`config.mk`:
```
export PLATFORM = sky130hd
export DESIGN_NAME = reg_scoreboard_flat
export DESIGN_NICKNAME = d
export VERILOG_FILES = /design/src/rtl/reg_scoreboard_if.sv /design/src/rtl/reg_scoreboard.sv /design/src/flat_wrapper.sv
export SDC_FILE = /design/constraint.sdc
export NUM_CORES = 1
export LEC_CHECK = 0
export ABC_AREA = 1
export CAP_MARGIN = 40
export CORE_MARGIN = 5
export CORE_UTILIZATION = 50
export DETAILED_ROUTE_END_ITERATION = 8
export GPL_TIMING_DRIVEN = 0
export PLACE_DENSITY = 0.74
export RECOVER_POWER = 25
export SYNTH_ARGS = -nofsm -noshare
export SYNTH_HDL_FRONTEND = slang
export SYNTH_SLANG_ARGS = --single-unit
```
`constraint.sdc`:
```
create_clock -name clk_i -period 5 [get_ports clk_i]
set_input_delay 1 -clock clk_i [delete_from_list [all_inputs] [get_ports clk_i]]
set_output_delay 1 -clock clk_i [all_outputs]
set_load 0.01 [all_outputs]
```
`src/rtl/reg_scoreboard_if.sv`:
```
// rtl/reg_scoreboard_if.sv - ID-stage query/issue bundle for reg_scoreboard
//
// Purpose: groups the decoder-side operand query, the issue/flush request and
// the hazard controls returned to the PC and IF/ID registers.
// Signals:
//   rs_i, rt_i      source registers of the instruction in ID
//   issue_i         instruction leaves ID this cycle and writes issue_rd_i
//   issue_rd_i      destination register of the issuing instruction
//   issue_lat_i     cycles until the result is forwardable (0 = none)
//   flush_i         squash the instruction in ID
//   stall_o         operand not ready, insert bubble
//   pc_write_o      PC write enable
//   ifid_write_o    IF/ID write enable
//   busy_o          per-register in-flight flags
//   stall_cnt_o     saturating count of stall cycles
// master = ID-stage decoder side, slave = scoreboard side.
interface reg_scoreboard_if #(
  parameter int NUM_REGS = 32,
  parameter int CNT_W    = 2,
  parameter int PERF_W   = 16
);
  logic [4:0]          rs_i;
  logic [4:0]          rt_i;
  logic                issue_i;
  logic [4:0]          issue_rd_i;
  logic [CNT_W-1:0]    issue_lat_i;
  logic                flush_i;
  logic                stall_o;
  logic                pc_write_o;
  logic                ifid_write_o;
  logic [NUM_REGS-1:0] busy_o;
  logic [PERF_W-1:0]   stall_cnt_o;

  modport master (
    output rs_i, rt_i, issue_i, issue_rd_i, issue_lat_i, flush_i,
    input  stall_o, pc_write_o, ifid_write_o, busy_o, stall_cnt_o
  );

  modport slave (
    input  rs_i, rt_i, issue_i, issue_rd_i, issue_lat_i, flush_i,
    output stall_o, pc_write_o, ifid_write_o, busy_o, stall_cnt_o
  );
endinterface

```
`src/rtl/reg_scoreboard.sv`:
```
// rtl/reg_scoreboard.sv - in-flight register write tracker with stall control
//
// Purpose: each accepted issue loads a per-register countdown with the
// instruction's result latency; an ID-stage instruction reading a register
// whose countdown is nonzero stalls the front end. A saturating counter
// records the number of stall cycles.
// Ports:
//   clk_i   clock, all state on the rising edge
//   rst_i   synchronous active-high reset
//   sb      reg_scoreboard_if.slave (query, issue, flush in; stall, PC/IF-ID
//           write enables, busy flags and stall count out)
module reg_scoreboard #(
  parameter int NUM_REGS = 32,
  parameter int CNT_W    = 2,
  parameter int PERF_W   = 16
) (
  input  logic             clk_i,
  input  logic             rst_i,
  reg_scoreboard_if.slave  sb
);

  logic [NUM_REGS-1:0] busy;
  logic [31:0]         busy_ext;
  logic                stall;
  logic                eff_issue;
  logic [PERF_W-1:0]   stall_cnt;

  // Register 0 is hard-wired zero and never tracked.
  assign busy[0] = 1'b0;

  for (genvar r = 1; r < NUM_REGS; r++) begin : g_cnt
    logic [CNT_W-1:0] cnt;

    // A fresh issue overrides any countdown still running (WAW), otherwise
    // the countdown decrements to zero and stops there.
    always_ff @(posedge clk_i) begin
      if (rst_i) begin
        cnt <= '0;
      end else if (eff_issue && (sb.issue_rd_i == 5'(r))) begin
        cnt <= sb.issue_lat_i;
      end else if (cnt != '0) begin
        cnt <= cnt - 1'b1;
      end
    end

    assign busy[r] = (cnt != '0);
  end

  // Widen to the 5-bit register index space so rs/rt can index directly.
  assign busy_ext = 32'(busy);

  assign stall = ((sb.rs_i != 5'd0) && busy_ext[sb.rs_i]) ||
                 ((sb.rt_i != 5'd0) && busy_ext[sb.rt_i]);

  // A stalled or squashed instruction does not issue; it re-presents later.
  assign eff_issue = sb.issue_i && !stall && !sb.flush_i &&
                     (sb.issue_rd_i != 5'd0) && (sb.issue_lat_i != '0);

  always_ff @(posedge clk_i) begin
    if (rst_i) begin
      stall_cnt <= '0;
    end else if (stall && (stall_cnt != '1)) begin
      stall_cnt <= stall_cnt + 1'b1;
    end
  end

  assign sb.stall_o      = stall;
  assign sb.pc_write_o   = ~stall;
  assign sb.ifid_write_o = ~stall;
  assign sb.busy_o       = busy;
  assign sb.stall_cnt_o  = stall_cnt;

endmodule

```
`src/flat_wrapper.sv`:
```
// flat-port wrapper written by rule: the top's interface ports become plain ports
module reg_scoreboard_flat 
#(
  parameter int NUM_REGS = 32,
  parameter int CNT_W    = 2,
  parameter int PERF_W   = 16
)
  (clk_i, rst_i, sb_rs_i, sb_rt_i, sb_issue_i, sb_issue_rd_i, sb_issue_lat_i, sb_flush_i, sb_stall_o, sb_pc_write_o, sb_ifid_write_o, sb_busy_o, sb_stall_cnt_o);
  reg_scoreboard_if #(.NUM_REGS(NUM_REGS), .CNT_W(CNT_W), .PERF_W(PERF_W)) sb_i ();
  input  logic clk_i;
  input  logic rst_i;
  input wire logic [$bits(sb_i.rs_i)-1:0] sb_rs_i;
  input wire logic [$bits(sb_i.rt_i)-1:0] sb_rt_i;
  input wire logic [$bits(sb_i.issue_i)-1:0] sb_issue_i;
  input wire logic [$bits(sb_i.issue_rd_i)-1:0] sb_issue_rd_i;
  input wire logic [$bits(sb_i.issue_lat_i)-1:0] sb_issue_lat_i;
  input wire logic [$bits(sb_i.flush_i)-1:0] sb_flush_i;
  output wire logic [$bits(sb_i.stall_o)-1:0] sb_stall_o;
  output wire logic [$bits(sb_i.pc_write_o)-1:0] sb_pc_write_o;
  output wire logic [$bits(sb_i.ifid_write_o)-1:0] sb_ifid_write_o;
  output wire logic [$bits(sb_i.busy_o)-1:0] sb_busy_o;
  output wire logic [$bits(sb_i.stall_cnt_o)-1:0] sb_stall_cnt_o;
  assign sb_i.rs_i = sb_rs_i;
  assign sb_i.rt_i = sb_rt_i;
  assign sb_i.issue_i = sb_issue_i;
  assign sb_i.issue_rd_i = sb_issue_rd_i;
  assign sb_i.issue_lat_i = sb_issue_lat_i;
  assign sb_i.flush_i = sb_flush_i;
  assign sb_stall_o = sb_i.stall_o;
  assign sb_pc_write_o = sb_i.pc_write_o;
  assign sb_ifid_write_o = sb_i.ifid_write_o;
  assign sb_busy_o = sb_i.busy_o;
  assign sb_stall_cnt_o = sb_i.stall_cnt_o;
  reg_scoreboard #(.NUM_REGS(NUM_REGS), .CNT_W(CNT_W), .PERF_W(PERF_W)) u_core (.clk_i(clk_i), .rst_i(rst_i), .sb(sb_i));
endmodule
```
After elaboration in Yosys (flattened, before gate mapping)
Cells that the tools add are included.

operators by class
  order comparisons = 2
  eq/ne operators = 32
  add/subtract/negate cells = 32
  bitwise logic cells = 1
  mux-type cells = 66
  reductions and logical operators = 107

operator list
  cell                   count
  $reduce_bool 2->1      63
  $mux 2                 62
  $eq 5x5->1 const B     16
  $sub 2x1->2 const B    31
  $eq 5x4->1 const B     8
  $logic_and 1x1->1      38
  $eq 5x3->1 const B     4
  $add 16x1->16 const B  1
  $ne 16x16->1 const B   1
  $reduce_bool 5->1      3
  $lt 5x6->1 const B     2
  $bmux 1 s5             2
  $eq 5x2->1 const B     2
  $eq 5x1->1 const B     1
  $logic_not 1->1        2
  $mux 1                 2
  $logic_or 1x1->1       1
  $not 1->1              1

word-level totals
  output and inout port bits = 51
  word-level logic and storage cells = 272
  register bits = 78
  bits of input ports = 21

Longest topological paths before layout
Gate-level depths: netlist of run 1.

  depth after elaboration = 12
  mapped depth = 18
  depth with buffers taken out = 18

Worst setup path before layout of run 1
Ideal clock, no wire load.

  path type = in2out
  start = input sb_rt_i[0]
  end = output sb_pc_write_o
  path buffers = 4
  data arrival time = 2173 ps
  cell stages on the path = 11
  data required time = 4000 ps
  setup slack = 1827 ps
  path through = buf_4 -> buf_2 -> nand2_1 -> nand3_1 -> nand3_1 -> nand3_1 -> nand2_1 -> nand2_1 -> nor2_4 -> buf_4 -> buf_4

on the way
  longest elaborated chain between the ends = 5
  elaborated cells between the ends (all ways) = 6
  those cells by class = mux: 2; bitwise: 1; reduce/logical: 3

RTL lines
  element                       RTL line              RTL
  from (decl)                   flat_wrapper.sv:13    input wire logic [$bits(sb_i.rt_i)-1:0] sb_rt_i;
  $bmux 1 s5                    reg_scoreboard.sv:53  ((sb.rt_i != 5'd0) && busy_ext[sb.rt_i]);
  $mux 1 (implied by the code)  reg_scoreboard.sv:53
  $logic_and 1x1->1 *           reg_scoreboard.sv:53
  $logic_or 1x1->1 *            reg_scoreboard.sv:52  assign stall = ((sb.rs_i != 5'd0) && busy_ext[sb.rs_i]) ||
  $not 1->1 *                   n/a
  to (decl)                     flat_wrapper.sv:19    output wire logic [$bits(sb_i.pc_write_o)-1:0] sb_pc_write_o;

Every way passes the cells marked *; elsewhere a longest branch is shown, timed or not. The select of a mux whose other input is x is not followed.

Worst setup path in the final report of run 1
  start = input sb_rs_i[2]
  end = output sb_pc_write_o

on the way
  longest elaborated chain between the ends = 5
  elaborated cells between the ends (all ways) = 6
  those cells by class = mux: 2; bitwise: 1; reduce/logical: 3

RTL lines
  element                       RTL line              RTL
  from (decl)                   flat_wrapper.sv:12    input wire logic [$bits(sb_i.rs_i)-1:0] sb_rs_i;
  $bmux 1 s5                    reg_scoreboard.sv:52
  $mux 1 (implied by the code)  reg_scoreboard.sv:52
  $logic_and 1x1->1 *           reg_scoreboard.sv:52
  $logic_or 1x1->1 *            reg_scoreboard.sv:52
  $not 1->1 *                   reg_scoreboard.sv:68  assign sb.pc_write_o = ~stall;

Marked as above.

==> impl_results.md, run 1 <==
- Status: finished, final reports clean
- Diode insertion count for antenna repair: 0
- Switching Share: 42.3%
- Post-place instance area: 6470 sq um
- IR drop worst, VDD: 0.332 mV
- Post_cts resized: 0
- Sw power: 1.51 mW
- Flop2flop setup slack: 2760 ps
- R2r endpoint: u_core.g_cnt[14].cnt[0]$_SDFFE_PP0P_
- Static power due to leakage: 3.47 nW
- Number of global-route vias before repair: 5316
- Worst-case hold slack: 492 ps
- Design Power: 3.56 mW
- Total non-filler cell area in the finished layout: 6780 sq um
- Post-layout minimum cycle time: 4550 ps
- Category of the worst setup path capture point: output pin
- Vias after detailed routing: 5822
- Remaining max-slew budget at the tightest pin: 56.3%
- Maximum number of pins on one net before global-route repair: 15
- Clock net sink count: 78
- Number of DRC markers in iteration 0: 495
- First-pass GRT wire length: 26000 um
- Total number of placement rows: 38
- Clock-pin transition on the worst setup and hold timing paths: 60 ps
- Num CTS Buffers: 9
- Final-layout fill cell count: 1044
- CTS tree: yes
- Critical path launch point type: primary input
- Die Wd: 116 um
- Combinational group share of total power: 54.8%
- Start of the worst register-to-register path: u_core.g_cnt[21].cnt[0]$_SDFFE_PP0P_
- Type of the most critical hold path: reg -> reg
- Total negative slack: 0 ps
- Final clock skew: 7.92 ps
- Share of layout cells above drive strength 1: 5.54%
- Post-Synthesis Cell Area: 5630 sq um
- Number of library cell types mapped by synthesis: 30
- Post-Synthesis Net Count: 963
- Slew Viols, Final: 0
- Ports placed on the boundary: 72
- Final count of negative-setup-slack endpoints: 0
- Int Power: 2.05 mW
- Maximum clock frequency: 0.220 GHz
- Hold-critical path depth: 2
- Number of synthesis warnings: 0
- CP arrival: 3550 ps
- Root buffer selected by CTS: clkbuf_16
- Period Utilization, post-route: 91.0%
- Remaining antenna violation count after routing: 0
- Worst hold start: u_core.sb.stall_cnt_o[15]$_SDFFE_PP0P_
- Post CTS Setup Buffer Count: 0
- Number of hold violations in the final report: 0
- Count of H-tree levels built during CTS: 3
- Clock tree buffer depth: 2
- Grt ovf: 0
- Mean area per synthesized cell: 6.19 sq um
- DRT Pass-1 Iters: 5
- Reg power frac: 26.2%
- Quantity of hold-fixing buffers added after cts: 0
- Required time reported for the critical path endpoint: 4000 ps
- Post-DR wirelength/cell: 14.0 um
- Post-DP HPWL: 12000 um
- Full die area: 13500 sq um
- Total wire length: 15900 um
- Post-synthesis sequential area ratio: 27.7%
- Instance count of the mapped netlist: 910
- MaxCap Viol Count: 0
- Total power divided by cell area: 525 nW/um^2
- Mean number of vias per cell: 5.14
- Number of cells traversed by the worst register-to-register path: 15
- Antenna violations before repair: 0
- # port buffers: 66
- Worst-case hold path end point: u_core.sb.stall_cnt_o[15]$_SDFFE_PP0P_
- Worst setup path class: in -> out
- Area added between synthesis and finish: 20.3%
- Standard cell core area: 10900 sq um
- Worst skew pair latency: 350 ps
- Total DRC errors in the routed layout: 0
- Transition time at the pin with the least slew margin: 656 ps
- Setup repair after global routing missed its margin: false
- Effective utilization at floorplan: 51.5%
- Final nets: 1040
- Global-route total usage across every layer: 24.5%
- #FFs+latches synth: 78
- GP Congestion: 0.967
- Max FO, Critical Path: 11
- Part of the total power dissipated in the clock network: 19.0%
- Y dimension of the die: 116 um
power by group through the flow:
stage / sequential (mW) / combinational (mW) / clock, mW
after detailed placement: 0.946 / 1.96 / 0
final: 0.934 / 1.95 / 0.677
after CTS: 0.934 / 1.98 / 0.687
after global placement: 0.938 / 1.93 / 0
after floorplan: 0.928 / 1.34 / 0
after global routing: 0.959 / 2.24 / 0.721
worst max-delay path, cell delays in order:
cell and delay [ps]:
clkdlybuf4s50_1 600, inv_1 120, nor2_1 230, nand3_1 130, a21oi_1 140, nor2_1 70, nand2_1 50, nand2_1 80
nor2_4 230, buf_4 240, buf_4 120, clkdlybuf4s50_1 520
cells in the mapped netlist, drive strengths merged:
cell | n | area, sq um
o211ai | 3 | 22.5
nor4 | 1 | 6.26
conb | 1 | 3.75
inv | 119 | 449
a31oi | 2 | 12.5
dfxtp | 78 | 1560
a21boi | 2 | 15.0
o21ai | 34 | 170
buf | 23 | 145
nand2 | 275 | 1040
o2111ai | 1 | 8.76
xnor2 | 5 | 43.8
nor3 | 4 | 20.0
ha | 32 | 400
nand3 | 47 | 235
nand4 | 50 | 394
nor2 | 160 | 608
nand3b | 1 | 7.51
a21oi | 16 | 80.1
xor2 | 40 | 350
clkbuf | 16 | 60.1
worst max-delay path by stage:
stage,cells after the start,endpoint,slack [ps],from
2_1_floorplan,11,sb_pc_write_o,1830,sb_rt_i[0]
3_3_place_gp,14,sb_pc_write_o,460,sb_rs_i[2]
3_5_place_dp,14,sb_pc_write_o,500,sb_rs_i[2]
4_1_cts,14,sb_pc_write_o,480,sb_rs_i[2]
5_1_grt,14,sb_pc_write_o,260,sb_rs_i[2]
6_report,12,sb_pc_write_o,450,sb_rs_i[2]
layout by cell type (no fill, tap or decap), drive strengths merged, types with 4 or more instances in the layout:
cell type / instances
clkbuf: 26
nor3: 4
o21ai: 34
inv: 120
a21oi: 16
dfxtp: 78
buf: 23
xor2: 40
dlygate4sd3: 32
nor2: 160
xnor2: 5
nand4: 50
clkdlybuf4s50: 34
nand2: 275
ha: 32
nand3: 47
metrics by stage:
step,setup WS (ps),cells,util (%)
2_1_floorplan,1830,910,-
3_3_place_gp,457,1116,59.2
3_5_place_dp,500,1116,59.2
4_1_cts,480,1132,62.0
5_1_grt,256,1132,62.0
6_report,451,1132,62.0
sequential cells by signal, indices dropped and copies added (netlist names):
name,count
u_core.sb.stall_cnt_o,16
u_core.g_cnt.cnt,62
routing by layer:
layer | track usage [%] | vias up | routed length, um
li1 | - | 3006 | -
met1 | 33.1 | 2584 | 7230
met2 | 38.4 | 202 | 6960
met3 | 4.92 | 30 | 1280
met4 | 10.4 | 0 | 413
met5 | 0 | - | 0
final cells by class:
cell class	count	area [sq um]	share of cell area, %
plain buffers	39	205	3.03
clock inverters	6	70.1	1.03
clock buffers	10	239	3.53
flip-flops and latches	78	1560	23.0
repair buffers	66	661	9.75
inverters	119	449	6.63
multi-input cells	674	3420	50.4
well taps	140	175	2.58
logic make-up (layout without fill, tap and decap cells):
group / count (synthesis) / after routing / share of synthesized area [%]
other cells: 1 / 1 / 0.0666
fa+ha+maj: 32 / 32 / 7.11
buf+inv: 158 / 240 / 11.6
xor+xnor: 45 / 45 / 7.00
flops: 78 / 78 / 27.7
simple gates: 538 / 538 / 41.0
compound gates: 58 / 58 / 5.49
(Power assumes the default switching activity.)
==> inputs of run 2 (changes only) <==
--- a/config.mk
+++ b/config.mk
@@ -6,12 +6,11 @@
 export NUM_CORES = 1
 export LEC_CHECK = 0
 export ABC_AREA = 1
-export CAP_MARGIN = 40
 export CORE_MARGIN = 5
-export CORE_UTILIZATION = 50
+export CORE_UTILIZATION = 45
 export DETAILED_ROUTE_END_ITERATION = 8
 export GPL_TIMING_DRIVEN = 0
-export PLACE_DENSITY = 0.74
+export PLACE_DENSITY = 0.68
 export RECOVER_POWER = 25
 export SYNTH_ARGS = -nofsm -noshare
 export SYNTH_HDL_FRONTEND = slang
==> run 2 against run 1 <==
Non-clock buffer count stayed put. First-iteration DRC count up 1.6%. Sequential power fell by 0.4%. Sequential cell count unchanged. Largest power group unchanged. Highest routed layer unchanged.
==> impl_results.md, run 2 (synthesis results as in run 1) <==
- Effective utilization at floorplan: 46.3%
- Period Utilization, post-route: 91.7%
- Routing usage on met2: 34.0%
- Post-place instance area: 6500 sq um
- Die Wd: 122 um
- Mean number of vias per cell: 4.92
- Number of global-route vias before repair: 4948
- Total non-filler cell area in the finished layout: 6840 sq um
- Clock net sink count: 78
- CP arrival: 3590 ps
- Remaining antenna violation count after routing: 0
- Count of H-tree levels built during CTS: 3
- DRT Pass-1 Iters: 5
- Transition time at the pin with the least slew margin: 633 ps
- Worst skew pair latency: 350 ps
- Share of layout cells above drive strength 1: 5.54%
- GP Congestion: 0.917
- Number of DRC markers in iteration 0: 503
- Static power due to leakage: 3.49 nW
- Maximum clock frequency: 0.218 GHz
- Type of the most critical hold path: reg -> reg
- Global-route total usage across every layer: 21.5%
- Number of hold violations in the final report: 0
- Total DRC errors in the routed layout: 0
- Slew Viols, Final: 0
- Remaining max-slew budget at the tightest pin: 57.8%
- Post-DR wirelength/cell: 13.6 um
- Most common library cell in the layout ignoring fill and taps: nand2_1
- Max reg flops: 62
- CTS tree: yes
- MaxCap Viol Count: 0
- Worst setup path class: in -> out
- Post-DP HPWL: 12000 um
- # port buffers: 66
- Top register by number of flip-flops: u_core.g_cnt.cnt
- Clock-pin transition on the worst setup and hold timing paths: 60 ps
- Required time reported for the critical path endpoint: 4000 ps
- Max FO, Critical Path: 11
- Setup repair after global routing missed its margin: false
- Diode insertion count for antenna repair: 0
- Vias after detailed routing: 5711
- Post CTS Setup Buffer Count: 0
- Post-layout minimum cycle time: 4590 ps
- Total number of placement rows: 40
- Status: finished, final reports clean
- IR drop worst, VDD: 0.285 mV
- Clock tree buffer depth: 2
- Most used cells in the layout excluding fill and tap cells: nand2_1 (274), nor2_1 (159), inv_1 (112), dfxtp_1 (78), nand3_1 (47)
- Final nets: 1040
- Area added between synthesis and finish: 21.4%
- Ports placed on the boundary: 72
- Post-Place Cells: 1144
- Total negative slack: 0 ps
- Grt ovf: 0
- Post_cts resized: 0
- First-pass GRT wire length: 25100 um
- Y dimension of the die: 122 um
- Antenna violations before repair: 0
- Final clock skew: 9.33 ps
- Met3 Use GR: 4.50%
- Category of the worst setup path capture point: output pin
- Quantity of hold-fixing buffers added after cts: 0
- Standard cell core area: 12200 sq um
- Final count of negative-setup-slack endpoints: 0
- Critical path launch point type: primary input
- Met1 Track Usage GR: 30.3%
- Total power divided by cell area: 528 nW/um^2
- Maximum number of pins on one net before global-route repair: 14
- Num CTS Buffers: 9
- Total wire length: 15700 um
- Fraction of the core area covered by cells at the end of the flow: 56.2%
- Full die area: 14900 sq um
- Root buffer selected by CTS: clkbuf_16
- Global-route layer with the greatest usage: met2
- Final std cells w/o fill: 1160
run 2: cell types whose count changed in the layout (fill, tap and decap cells not counted):
| cell | change |
|---|---|
| clkinvlp_4 | -2 |
| bufinv_16 | +1 |
| clkbuf_8 | +1 |
| clkinv_2 | +1 |
| inv_6 | -1 |
run 2: cell type report:
cell class / count / area (sq um)
buffer: 39 / 205
clock buffer: 11 / 253
clock inverter: 5 / 81.3
fill: 1242 / 5320
inverter: 119 / 449
multi-input combinational: 674 / 3420
sequential: 78 / 1560
tap: 168 / 210
timing repair buffer: 66 / 661
run 2: final timing paths:
| check | startpoint | endpoint | slack, ps | cells after the start |
|---|---|---|---|---|
| setup reg to reg | u_core.g_cnt[23].cnt[0]$_SDFFE_PP0P_ | u_core.g_cnt[7].cnt[0]$_SDFFE_PP0P_ | 2740 | 14 |
| hold / removal | u_core.sb.stall_cnt_o[15]$_SDFFE_PP0P_ | u_core.sb.stall_cnt_o[15]$_SDFFE_PP0P_ | 490 | 2 |
| setup / recovery | sb_rs_i[2] | sb_pc_write_o | 410 | 12 |
| hold reg to reg | u_core.sb.stall_cnt_o[15]$_SDFFE_PP0P_ | u_core.sb.stall_cnt_o[15]$_SDFFE_PP0P_ | 490 | 2 |
run 2: critical path, stage by stage:
cell and delay (ps):
clkdlybuf4s50_1 580, inv_1 110, nor2_1 280, nand3_1 110, a21oi_1 150, nor2_1 80, nand2_1 60, nand2_1 80
nor2_4 260, buf_4 240, buf_4 120, clkdlybuf4s50_1 520
run 2: layer usage:
| metal | up-vias | share of wire (%) |
|---|---|---|
| li1 | 3005 | - |
| met1 | 2523 | 48 |
| met2 | 162 | 44 |
| met3 | 21 | 6.8 |
| met4 | 0 | 1.3 |
| met5 | - | 0 |
run 2: where the power goes:
part / switching (mW) / total [mW] / internal, mW / leakage, nW
logic: 1.13 / 1.95 / 0.826 / 2.68
clock network: 0.266 / 0.731 / 0.464 / 0.162
registers: 0.104 / 0.930 / 0.826 / 0.645
total: 1.50 / 3.61 / 2.12 / 3.49
run 2: per-stage QoR:
step | worst slack [ps] | hold slack (ps) | total power, mW
final | 413 | 494 | 3.61
after global routing | 296 | 515 | 3.95
after CTS | 436 | 498 | 3.66
after detailed placement | 447 | 487 | 2.91
after global placement | 447 | 489 | 2.89
after floorplan | 1830 | 499 | 2.26
